$ cat src/rtl/rstctl_if.sv
// CSR bus bundle between the bus master and the reset controller.
// Latency: wires only; read data is registered inside the slave.
// Backpressure: none, every access completes in one cycle.
interface rstctl_if;
  logic [13:0] csr_a;
  logic        csr_we;
  logic [31:0] csr_di;
  logic [31:0] csr_do;

  modport master (output csr_a, output csr_we, output csr_di, input csr_do);
  modport slave  (input csr_a, input csr_we, input csr_di, output csr_do);
endinterface

$ cat src/rtl/rstctl.sv
// Reset controller: sync/debounce sources, sw/watchdog triggers, staggered release, cause log.
// Latency: source->rst_out high 3 cycles; CSR write->reset 1 cycle; CSR read data 1 cycle.
// Backpressure: none; watchdog built only when RSTCTL_WDT_EN is defined.
module rstctl #(
  parameter logic [3:0] csr_addr   = 4'h2,
  parameter int         nsources   = 2,
  parameter int         nchannels  = 3,
  parameter int         debounce_w = 20,
  parameter int         stagger    = 16
) (
  input  logic                 sys_clk,
  input  logic                 sys_rst,
  input  logic [nsources-1:0]  rst_src,
  rstctl_if.slave              csr,
  output logic [nchannels-1:0] rst_out
);

  // Timer counts stagger-1 down to 0, so a release lands exactly stagger cycles apart.
  localparam int                 TW       = (stagger > 1) ? $clog2(stagger) : 1;
  localparam logic [TW-1:0]      TMR_LOAD = TW'(stagger - 1);
  // Channel 0 (CPU/bus) can never be held by software.
  localparam logic [nchannels-1:0] MASK_OK = ~nchannels'(1);

  typedef enum logic [1:0] {S_HOLD, S_RELEASE, S_RUN} state_t;

  logic [nsources-1:0]   r_sync1, r_sync2;
  logic [debounce_w-1:0] r_db_cnt;
  state_t                r_state, w_state_nxt;
  logic [nchannels-1:0]  r_fsm_hold, w_hold_nxt;
  logic [TW-1:0]         r_tmr, w_tmr_nxt;
  logic [nchannels-1:0]  r_hold_mask;
  logic [nsources-1:0]   r_cause_src;
  logic                  r_cause_sw, r_cause_por;
  logic [31:0]           r_csr_do, w_rd;

  logic        w_any_src, w_ext_trig, w_sw_trig, w_wdt_trig, w_trig;
  logic        w_sel, w_wr, w_wr_cause, w_wr_ctrl, w_wr_rld, w_wr_cnt;
  logic [2:0]  w_reg;
  logic        w_wdt_en, w_cause_wdt;
  logic [31:0] w_wdt_reload, w_wdt_cnt;
  logic        w_unused;

  // CSR decode; only the bank nibble and the low register index take part.
  assign w_sel      = (csr.csr_a[13:10] == csr_addr);
  assign w_wr       = w_sel & csr.csr_we;
  assign w_reg      = csr.csr_a[2:0];
  assign w_wr_cause = w_wr & (w_reg == 3'd0);
  assign w_wr_ctrl  = w_wr & (w_reg == 3'd1);
  assign w_wr_rld   = w_wr & (w_reg == 3'd2);
  assign w_wr_cnt   = w_wr & (w_reg == 3'd3);
  assign w_sw_trig  = w_wr_ctrl & csr.csr_di[0];
  assign w_unused   = ^{csr.csr_a[9:3], csr.csr_di};

  assign w_any_src  = |r_sync2;
  assign w_ext_trig = w_any_src | (r_db_cnt != '0);
  assign w_trig     = w_ext_trig | w_sw_trig | w_wdt_trig;

  // Two-flop synchroniser per asynchronous source.
  always_ff @(posedge sys_clk) begin
    if (sys_rst) begin
      r_sync1 <= '0;
      r_sync2 <= '0;
    end else begin
      r_sync1 <= rst_src;
      r_sync2 <= r_sync1;
    end
  end

  // Debounce: reload on any live source or internal trigger, otherwise drain to 0.
  always_ff @(posedge sys_clk) begin
    if (sys_rst) begin
      r_db_cnt <= '1;
    end else if (w_any_src | w_sw_trig | w_wdt_trig) begin
      r_db_cnt <= '1;
    end else if (r_db_cnt != '0) begin
      r_db_cnt <= r_db_cnt - 1'b1;
    end
  end

  // FSM state, per-channel hold bits and stagger timer.
  always_ff @(posedge sys_clk) begin
    if (sys_rst) begin
      r_state    <= S_HOLD;
      r_fsm_hold <= '1;
      r_tmr      <= TMR_LOAD;
    end else begin
      r_state    <= w_state_nxt;
      r_fsm_hold <= w_hold_nxt;
      r_tmr      <= w_tmr_nxt;
    end
  end

  // Next state: any trigger wins; otherwise release channels low index first.
  always_comb begin
    w_state_nxt = r_state;
    w_hold_nxt  = r_fsm_hold;
    w_tmr_nxt   = r_tmr;
    if (w_trig) begin
      w_state_nxt = S_HOLD;
      w_hold_nxt  = '1;
      w_tmr_nxt   = TMR_LOAD;
    end else begin
      case (r_state)
        S_HOLD: begin
          w_state_nxt = S_RELEASE;
          w_tmr_nxt   = TMR_LOAD;
        end
        S_RELEASE: begin
          if (r_tmr == '0) begin
            w_hold_nxt = r_fsm_hold << 1;
            w_tmr_nxt  = TMR_LOAD;
            if (w_hold_nxt == '0) w_state_nxt = S_RUN;
          end else begin
            w_tmr_nxt = r_tmr - 1'b1;
          end
        end
        S_RUN: begin
          w_hold_nxt = '0;
        end
        default: begin
          w_state_nxt = S_HOLD;
          w_hold_nxt  = '1;
        end
      endcase
    end
  end

  assign rst_out = r_fsm_hold | (r_hold_mask & MASK_OK);

  // Sticky cause bits, write-1-to-clear, a same-cycle set beats the clear.
  always_ff @(posedge sys_clk) begin
    if (sys_rst) begin
      r_cause_src <= '0;
      r_cause_sw  <= 1'b0;
      r_cause_por <= 1'b1;
    end else begin
      r_cause_src <= (r_cause_src & ~(w_wr_cause ? csr.csr_di[nsources-1:0] : '0)) | r_sync2;
      r_cause_sw  <= (r_cause_sw & ~(w_wr_cause & csr.csr_di[17])) | w_sw_trig;
      r_cause_por <= r_cause_por & ~(w_wr_cause & csr.csr_di[18]);
    end
  end

  // Hold mask lives in CTRL and survives triggered resets.
  always_ff @(posedge sys_clk) begin
    if (sys_rst) begin
      r_hold_mask <= '0;
    end else if (w_wr_ctrl) begin
      r_hold_mask <= csr.csr_di[8 +: nchannels];
    end
  end

`ifdef RSTCTL_WDT_EN
  logic        r_wdt_en, r_cause_wdt;
  logic [31:0] r_wdt_reload, r_wdt_cnt;

  // Expiry only counts in RUN; a zero count with enable set fires at once.
  assign w_wdt_trig = (r_state == S_RUN) && r_wdt_en && (r_wdt_cnt == 32'd0);

  // Watchdog registers: reload on enable rising or kick, decrement in RUN.
  always_ff @(posedge sys_clk) begin
    if (sys_rst) begin
      r_wdt_en     <= 1'b0;
      r_wdt_reload <= '0;
      r_wdt_cnt    <= '0;
      r_cause_wdt  <= 1'b0;
    end else begin
      if (w_wr_rld) r_wdt_reload <= csr.csr_di;
      if (w_wr_ctrl) r_wdt_en <= csr.csr_di[1];
      if (w_wdt_trig) r_wdt_en <= 1'b0;
      if (w_wr_cnt || (w_wr_ctrl && csr.csr_di[1] && !r_wdt_en)) begin
        r_wdt_cnt <= r_wdt_reload;
      end else if ((r_state == S_RUN) && r_wdt_en && (r_wdt_cnt != 32'd0)) begin
        r_wdt_cnt <= r_wdt_cnt - 32'd1;
      end
      r_cause_wdt <= (r_cause_wdt & ~(w_wr_cause & csr.csr_di[16])) | w_wdt_trig;
    end
  end

  assign w_wdt_en     = r_wdt_en;
  assign w_cause_wdt  = r_cause_wdt;
  assign w_wdt_reload = r_wdt_reload;
  assign w_wdt_cnt    = r_wdt_cnt;
`else
  assign w_wdt_trig   = 1'b0;
  assign w_wdt_en     = 1'b0;
  assign w_cause_wdt  = 1'b0;
  assign w_wdt_reload = '0;
  assign w_wdt_cnt    = '0;
`endif

  // Read mux over the current register contents.
  always_comb begin
    w_rd = '0;
    case (w_reg)
      3'd0: begin
        w_rd[nsources-1:0] = r_cause_src;
        w_rd[16]           = w_cause_wdt;
        w_rd[17]           = r_cause_sw;
        w_rd[18]           = r_cause_por;
      end
      3'd1: begin
        w_rd[1]             = w_wdt_en;
        w_rd[8 +: nchannels] = r_hold_mask;
      end
      3'd2: w_rd = w_wdt_reload;
      3'd3: w_rd = w_wdt_cnt;
      default: w_rd = '0;
    endcase
  end

  // Registered read data, zero when another bank is addressed.
  always_ff @(posedge sys_clk) begin
    if (sys_rst) begin
      r_csr_do <= '0;
    end else begin
      r_csr_do <= w_sel ? w_rd : 32'd0;
    end
  end

  assign csr.csr_do = r_csr_do;

endmodule

$ cat src/flat_wrapper.sv
// flat-port wrapper written by rule: the top's interface ports become plain ports
module rstctl_flat 
#(
  parameter logic [3:0] csr_addr   = 4'h2,
  parameter int         nsources   = 2,
  parameter int         nchannels  = 3,
  parameter int         debounce_w = 20,
  parameter int         stagger    = 16
)
  (sys_clk, sys_rst, rst_src, rst_out, csr_csr_a, csr_csr_we, csr_csr_di, csr_csr_do);
  rstctl_if csr_i ();
  input  logic sys_clk;
  input  logic sys_rst;
  input  logic [nsources-1:0] rst_src;
  output logic [nchannels-1:0] rst_out;
  input wire logic [$bits(csr_i.csr_a)-1:0] csr_csr_a;
  input wire logic [$bits(csr_i.csr_we)-1:0] csr_csr_we;
  input wire logic [$bits(csr_i.csr_di)-1:0] csr_csr_di;
  output wire logic [$bits(csr_i.csr_do)-1:0] csr_csr_do;
  assign csr_i.csr_a = csr_csr_a;
  assign csr_i.csr_we = csr_csr_we;
  assign csr_i.csr_di = csr_csr_di;
  assign csr_csr_do = csr_i.csr_do;
  rstctl #(.csr_addr(csr_addr), .nsources(nsources), .nchannels(nchannels), .debounce_w(debounce_w), .stagger(stagger)) u_core (.sys_clk(sys_clk), .sys_rst(sys_rst), .rst_src(rst_src), .csr(csr_i), .rst_out(rst_out));
endmodule
$ cat config.mk
export PLATFORM = sky130hd
export DESIGN_NAME = rstctl_flat
export DESIGN_NICKNAME = d
export VERILOG_FILES = /design/src/rtl/rstctl_if.sv /design/src/rtl/rstctl.sv /design/src/flat_wrapper.sv
export SDC_FILE = /design/constraint.sdc
export NUM_CORES = 1
export LEC_CHECK = 0
export BUFFER_PORTS_ARGS = -buffer_cell sky130_fd_sc_hd__buf_4
export CAP_MARGIN = 20
export CORE_MARGIN = 2
export CORE_UTILIZATION = 35
export CTS_BUF_LIST = sky130_fd_sc_hd__clkbuf_16
export CTS_CLUSTER_DIAMETER = 150
export DETAILED_ROUTE_END_ITERATION = 10
export SYNTH_ARGS = -nofsm -noshare
export SYNTH_HDL_FRONTEND = slang
export SYNTH_SLANG_ARGS = --single-unit
$ cat constraint.sdc
create_clock -name sys_clk -period 4.1 [get_ports sys_clk]
set_input_delay 0 -clock sys_clk [delete_from_list [all_inputs] [get_ports sys_clk]]
set_output_delay 0 -clock sys_clk [all_outputs]
set_load 0.05 [all_outputs]
==> Implementation_results.wiki, run 1 <==
{| class="wikitable"
! Metric !! Value
|-
| Clock network fraction of total power || 0.417
|-
| Worst VDD drop || between 0.2 and 0.25 mV
|-
| Register clock-pin slew on the reported worst setup and hold paths || approximately 0.060 ns
|-
| Power Total || approximately 0.95 mW
|-
| Core footprint || about 0.0063 mm²
|-
| Area of the mapped netlist || roughly 0.0023 mm²
|-
| Number of synthesis warnings || 0
|-
| FF+latch count, synth || between 40 and 50
|-
| Antenna viol nets, final || 0
|-
| Fin Clk Skew || approximately 0.0044 ns
|-
| Final weighted congestion in routability-driven placement || ~0.76
|-
| Avg Cell Area, Syn || approximately 8.9 µm²
|-
| Outcome || finished, final reports clean
|-
| Antenna violations before repair || 0
|-
| Post-Route Hold Slack || between 0.03 and 0.04 ns
|-
| Number of vias after detailed routing || 1775
|-
| Worst Path Max Fanout || 10
|-
| Placed cell count || 358
|-
| Most used DFF post-synth || sky130_fd_sc_hd__dfxtp_1
|-
| Clock latency of the later-clocked register in the worst-skew pair || between 0.2 and 0.3 ns
|-
| Die footprint || roughly 0.0073 mm²
|-
| CTS H-tree lvls || 2
|-
| Number of nets in the finished design || about 360
|-
| Setup total negative slack || 0 ns
|-
| Worst-Margin Slew || around 0.67 ns
|-
| Most frequently used cell type in the post-synthesis netlist || sky130_fd_sc_hd__dfxtp_1
|-
| Layout Utilization || 0.4341
|-
| Logic gate share of total power || 0.095
|-
| Cell area power density || between 300 and 400 mW/mm²
|-
| Buffers on Ports || 28
|-
| Detailed-routing iteration count for the pre-antenna-repair pass || 4
|-
| Share of the synthesized area in the top cell type || 0.4080
|-
| Routed Wire Length || just over 4000 µm
|-
| Synth unique cells || 48
|-
| Chip Width || approximately 85 µm
|-
| Switching power of the nets || about 0.24 mW
|-
| Number of buffers added for setup after CTS || 0
|-
| Post-route standard cell area excluding fillers || roughly 0.0028 mm²
|-
| Share of the yosys chip area belonging to registers || 0.4080
|-
| Hold-fix buffers, CTS || 11
|-
| Via-per-instance ratio || between 4 and 5
|-
| Final critical-path required period || roughly 2.2 ns
|-
| Gr usage total || 0.1201
|-
| Footprint of the multi-input gates || around 0.0012 mm²
|-
| TritonCTS buffer count || 5
|-
| Final routed wire length divided by cell count || roughly 11 µm
|-
| Sort of element at the start of the critical path || register
|-
| Critical setup path kind || register to register
|-
| Final period utilization || 0.5319
|-
| Placed cell area || 0.002501 mm²
|-
| Post-synth EDFFs || 0
|-
| Drt first-iter violations || 67
|-
| Final setup violation count || 0
|-
| Row count || 29
|-
| Count of boundary I/O pins || 86
|-
| Commonest cells in the synthesized netlist || sky130_fd_sc_hd__dfxtp_1 (47), sky130_fd_sc_hd__nand2_1 (27), sky130_fd_sc_hd__buf_4 (26)
|-
| Register cell area after layout || roughly 940 µm²
|-
| Height of the die || 85.17 µm
|-
| Top area cells in the synthesized netlist || sky130_fd_sc_hd__dfxtp_1 (41%), sky130_fd_sc_hd__buf_4 (8.5%), sky130_fd_sc_hd__nand2_1 (4.4%)
|-
| Internal power of the cells || 0.7108 mW
|-
| Filler cell count || 626
|-
| Maximum number of pins on one net before global-route repair || 22
|-
| Wire length of the first global-routing pass || just over 7000 µm
|-
| Setup repair after global routing missed its margin || false
|-
| Dpl hpwl || between 2000 and 3000 µm
|-
| P_leak || about 1.2 nW
|-
| Delay contributed by the slowest stage of the critical path || between 0.3 and 0.4 ns
|-
| Starting utilization of the core area || 0.3632
|-
| Layout Cells excl Fill || 377
|-
| Count of mapped cells out of synthesis || ~260
|-
| Yosys top cell by area || sky130_fd_sc_hd__dfxtp_1
|-
| Total DRC errors in the routed layout || 0
|-
| Number of sinks handled by clock tree synthesis || 47
|-
| Sequential cell fraction of total power || 0.488
|-
| Final Hold Viols || 0
|-
| Worst setup EP type || register
|-
| Endpoint required time on the critical path || 4.34 ns
|-
| Crit-path slowest cell || sky130_fd_sc_hd__and2_1
|-
| Sw frac || 0.2544
|-
| Signal arrival time at the worst endpoint || 2.42 ns
|-
| TritonCTS clock tree || yes
|-
| Number of resized instances in the post-cts repair step || 0
|-
| Type of the most critical hold path || input pin to register
|-
| Aggregate global routing overflow || 0
|-
| Max-capacitance violation count || 0
|-
| Async SR Flop Fraction || 0
|-
| Number of antenna cells inserted || 0
|-
| Worst slew slack as a fraction of its limit || 0.5553
|-
| Bufs on Longest Clock Path || 2
|-
| Proportion of layout cells with a drive suffix above 1 || 0.1800
|-
| Cell at the root of the clock tree || sky130_fd_sc_hd__clkbuf_16
|-
| Fmax achieved || about 460 MHz
|-
| Number of global-route vias before repair || roughly 1700
|-
| Series of cell instances along the critical path || inv_1, ha_1, nor3b_4, nand4_2, nor2_4, and2_1, o221a_2
|-
| Final setup slack of the worst path || roughly 1.9 ns
|-
| Area added between synthesis and finish || 19.53%
|-
| Pre-CTS setup slack || ~1.9 ns
|-
| Number of max-slew violations in the final report || 0
|}
[cell type report]
| class | instances | area share |
|---|---|---|
| sequential | 47 | 0.3414 |
| inverter | 10 | 0.01362 |
| clock buffer | 5 | 0.04539 |
| timing repair buffer | 40 | 0.1189 |
| multi-input combinational | 195 | 0.4385 |
| tap | 77 | 0.03495 |
| clock inverter | 3 | 0.007263 |
[per-layer routing]
metal,track usage,up-vias,wire (µm)
met4,0.05628,0,83
met1,0.1561,813,1953
met5,0,-,0
met3,0.02043,7,126
li1,-,919,-
met2,0.1939,36,1950
[logic make-up after synthesis]
| logic type | Yosys count | synth area share |
|---|---|---|
| adders and majority gates | 6 | 0.03255 |
| AOI/OAI and AO/OA | 34 | 0.08790 |
| muxes | 4 | 0.01736 |
| and+or+nand+nor | 113 | 0.2935 |
| xor gates and xnor gates | 13 | 0.04938 |
| buffers and inverters | 41 | 0.1096 |
| other | 1 | 0.001626 |
| DFF | 47 | 0.4080 |
[cells in the final DEF (no fill, tap or decap), drive strengths merged, types with 2 or more instances in the layout]
cell / Yosys / layout
buf: 28 / 29
or4: 2 / 2
o21ai: 15 / 15
dlygate4sd3: 0 / 11
inv: 10 / 10
nor4b: 3 / 3
xor2: 6 / 6
nor3b: 4 / 4
or2: 4 / 4
a21boi: 2 / 2
nand2: 27 / 27
or3: 5 / 5
nand3b: 2 / 2
o31ai: 2 / 2
a21oi: 8 / 8
clkbuf: 3 / 5
nand3: 3 / 3
nor2b: 7 / 7
o211ai: 3 / 3
nor2: 13 / 13
and3: 3 / 3
nor3: 14 / 14
nand4: 4 / 4
conb: 1 / 25
ha: 6 / 6
xnor2: 7 / 7
nor4: 9 / 9
clkinvlp: 0 / 2
dfxtp: 47 / 47
nand2b: 3 / 3
and2: 8 / 8
mux2i: 4 / 4
[power groups by stage]
stage	Sequential, mW	Combinational, mW	Clock, mW
floorplan	0.475	0.0833	0
global placement	0.475	0.0829	0
detailed placement	0.476	0.0836	0
CTS	0.465	0.0907	0.411
global route	0.466	0.0965	0.429
finish	0.465	0.0905	0.398
[final timing paths]
path	slack, ns	endpoint	from	cells after the start
setup / recovery	1.92	u_core.r_state[1]	u_core.r_db_cnt[0]	7
hold / removal	0.03	u_core.r_cause_src[0]	csr_csr_di[0]	4
setup reg to reg	1.92	u_core.r_state[1]	u_core.r_db_cnt[0]	7
hold reg to reg	0.43	u_core.r_sync2[1]	u_core.r_sync1[1]	1
[state kept, by name (all words and copies together) (netlist names)]
register	count
u_core.csr.csr_do	7
u_core.r_state	2
u_core.r_sync1	2
u_core.r_hold_mask	3
u_core.r_sync2	2
u_core.r_db_cnt	20
u_core.r_fsm_hold	3
u_core.r_cause_por	1
u_core.r_tmr	4
u_core.r_cause_src	2
u_core.r_cause_sw	1
[worst max-delay path, delay by kind of cell, from the launching register on]
family,cells,cell delay [ns]
DFF,1,0.33
AOI/OAI and AO/OA,1,0.24
buffers and inverters,1,0.09
and+or+nand+nor,4,1.29
adders and majority gates,1,0.17
Note: power is estimated with default switching activity, not from simulation.
==> inputs of run 2 (changes only) <==
clock period = 1.79 ns   (was 4.1 ns; I/O delays follow)
==> Implementation_results.wiki, run 2 (synthesis gave the netlist of run 1 again) <==
{| class="wikitable"
! Metric !! Value
|-
| Outcome || finished, final reports clean (unchanged)
|-
| Detailed-routing iteration count for the pre-antenna-repair pass || 4 (unchanged)
|-
| CTS H-tree lvls || 2 (unchanged)
|-
| Fin Clk Skew || 0.005812 ns (was 0.004434 ns)
|-
| Reg with most FFs || u_core.r_db_cnt (unchanged)
|-
| Number of flip-flops under the largest register name || 20 (unchanged)
|-
| Drt first-iter violations || 90 (was 67)
|-
| Crit-path slowest cell || sky130_fd_sc_hd__or4_4 (was sky130_fd_sc_hd__and2_1)
|-
| Clock latency of the later-clocked register in the worst-skew pair || 0.29 ns (about the same)
|-
| Slack of the worst reg-to-reg path || 0.08 ns (was 1.92 ns)
|-
| Type of the most critical hold path || input pin to register (unchanged)
|-
| Starting utilization of the core area || 0.3632 (unchanged)
|-
| Cell area power density || 750.1 mW/mm² (was 345.9 mW/mm²)
|-
| Highest-count cells in the layout ignoring fill and taps || sky130_fd_sc_hd__dfxtp_1 (43), sky130_fd_sc_hd__buf_4 (42), sky130_fd_sc_hd__nand2_1 (27) (was sky130_fd_sc_hd__dfxtp_1 (47), sky130_fd_sc_hd__buf_4 (29), sky130_fd_sc_hd__nand2_1 (27))
|-
| Gr usage total || 0.1253 (was 0.1201)
|-
| Number of nets in the finished design || 370 (was 356)
|-
| TritonCTS buffer count || 5 (unchanged)
|-
| Layout Cells excl Fill || 391 (was 377)
|-
| Number of max-slew violations in the final report || 0 (unchanged)
|-
| Worst setup EP type || register (unchanged)
|-
| Switching power of the nets || 0.5450 mW (was 0.2426 mW)
|-
| Sequential cell fraction of total power || 0.488 (about the same)
|-
| Register clock-pin slew on the reported worst setup and hold paths || 0.06 ns (about the same)
|-
| Logic gate share of total power || 0.101 (was 0.095)
|-
| Via-per-instance ratio || 4.675 (was 4.708)
|-
| Buffers on Ports || 28 (unchanged)
|-
| Final critical-path required period || 1.709 ns (was 2.181 ns)
|-
| Final weighted congestion in routability-driven placement || 0.8486 (was 0.7556)
|-
| Internal power of the cells || 1.636 mW (was 0.7108 mW)
|-
| Count of boundary I/O pins || 86 (unchanged)
|-
| Bufs on Longest Clock Path || 2 (unchanged)
|-
| Number of vias after detailed routing || 1828 (was 1775)
|-
| Number of sinks handled by clock tree synthesis || 47 (unchanged)
|-
| Delay-heaviest family, CP || simple AND/OR/NAND/NOR gates (unchanged)
|-
| Series of cell instances along the critical path || or4_4, nor3_4, nand4_1, o31ai_1, nand3b_1 (was inv_1, ha_1, nor3b_4, nand4_2, nor2_4, and2_1, o221a_2)
|-
| Signal arrival time at the worst endpoint || 1.88 ns (was 2.42 ns)
|-
| Critical setup path kind || register to register (unchanged)
|-
| Final setup violation count || 0 (unchanged)
|-
| Total DRC errors in the routed layout || 0 (unchanged)
|-
| Height of the die || 85.17 µm (unchanged)
|-
| Routed Wire Length || 4258 µm (was 4114 µm)
|-
| Final routed wire length divided by cell count || 10.89 µm (was 10.91 µm)
|-
| Die footprint || 0.007254 mm² (unchanged)
|-
| TritonCTS clock tree || yes (unchanged)
|-
| Sort of element at the start of the critical path || register (unchanged)
|-
| Maximum number of pins on one net before global-route repair || 21 (was 22)
|-
| Antenna violations before repair || 0 (unchanged)
|-
| Core footprint || 0.006350 mm² (unchanged)
|-
| P_leak || 1.238 nW (was 1.158 nW)
|-
| Proportion of layout cells with a drive suffix above 1 || 0.2516 (was 0.1800)
|-
| Worst path bufs/invs || 0 (was 1)
|-
| Most common cell after layout, fill and taps aside || sky130_fd_sc_hd__dfxtp_1 (unchanged)
|-
| Worst VDD drop || 0.4545 mV (was 0.2150 mV)
|-
| Cell at the root of the clock tree || sky130_fd_sc_hd__clkbuf_16 (unchanged)
|-
| Aggregate global routing overflow || 0 (unchanged)
|-
| Area added between synthesis and finish || 26.10% (was 19.53%)
|-
| Antenna viol nets, final || 0 (unchanged)
|-
| Fmax achieved || 585.0 MHz (was 458.6 MHz)
|-
| Chip Width || 85.17 µm (unchanged)
|-
| Number of antenna cells inserted || 0 (unchanged)
|-
| Number of global-route vias before repair || 1758 (was 1661)
|-
| Endpoint required time on the critical path || 1.96 ns (was 4.34 ns)
|-
| Layout Utilization || 0.4579 (was 0.4341)
|-
| Final Hold Viols || 0 (unchanged)
|-
| Filler cell count || 611 (was 626)
|-
| Worst Path Max Fanout || 4 (was 10)
|-
| Row count || 29 (unchanged)
|-
| Setup repair after global routing missed its margin || true (was false)
|-
| Clock network fraction of total power || 0.411 (was 0.417)
|-
| Placed cell count || 369 (was 358)
|-
| Wire length of the first global-routing pass || 7507 µm (was 7189 µm)
|-
| Max-capacitance violation count || 0 (unchanged)
|-
| Delay contributed by the slowest stage of the critical path || 0.55 ns (was 0.36 ns)
|-
| Sw frac || 0.2499 (was 0.2544)
|-
| Dpl hpwl || 3032 µm (was 2971 µm)
|-
| Final period utilization || 0.9549 (was 0.5319)
|}
==> run 2: cell type report <==
type	count	area (µm²)	share of cell area
Clock buffer	5	125.1	0.04303
Clock inverter	3	20.02	0.006885
Inverter	10	37.54	0.01291
Multi-Input combinational cell	195	1250	0.4299
Sequential cell	47	945.9	0.3253
Tap cell	77	96.34	0.03313
Timing Repair Buffer	54	432.9	0.1489
==> run 2: what timing repair did <==
action | in CTS | in global routing
setup endpoints to repair | 0 | 15
hold buffers | 9 | 0
hold endpoints to repair | 9 | 0
resized for setup | 0 | 15
setup buffers | 0 | 5
==> run 2: power by group through the flow <==
stage	registers, mW	clock network [mW]	logic [mW]
floorplan	1.09	0	0.191
global placement	1.09	0	0.193
finish	1.06	0.896	0.220
global route	1.06	0.999	0.235
detailed placement	1.09	0	0.195
CTS	1.06	0.936	0.210
==> run 2: final timing paths <==
kind	startpoint	endpoint	cells after the start
max	u_core.r_db_cnt[5]	u_core.r_db_cnt[15]	5
min	csr_csr_di[1]	u_core.r_cause_src[1]	4
max reg2reg	u_core.r_db_cnt[5]	u_core.r_db_cnt[15]	5
min reg2reg	u_core.r_sync1[1]	u_core.r_sync2[1]	1
==> run 2: worst register-to-register path, stage by stage, from the launching register on <==
cell and delay [ns]:
sky130_fd_sc_hd__dfxtp_2 0.34, sky130_fd_sc_hd__or4_4 0.55, sky130_fd_sc_hd__nor3_4 0.17, sky130_fd_sc_hd__nand4_1 0.19
sky130_fd_sc_hd__o31ai_1 0.25, sky130_fd_sc_hd__nand3b_1 0.09
==> run 2: routing by layer <==
layer | global-route usage | wire, µm | up-vias
li1 | - | - | 949
met3 | 0.02140 | 102 | 8
met2 | 0.2060 | 2038 | 28
met5 | 0 | 0 | -
met4 | 0.06494 | 90 | 0
met1 | 0.1572 | 2027 | 843
==> run 2: through the flow <==
stage               total power, mW  setup WS [ns]  setup TNS (ns)  area (µm²)  hold slack, ns
CTS                           2.210        0.03258               0        2831         0.03494
global route                  2.299       -0.05787         -0.1432        2908         0.07475
floorplan                     1.278        0.01683               0        2396         0.07161
finish                        2.181        0.08065               0        2908         0.04121
detailed placement            1.283        0.03867               0        2596          0.2212
global placement              1.281        0.06399               0        2596          0.2161
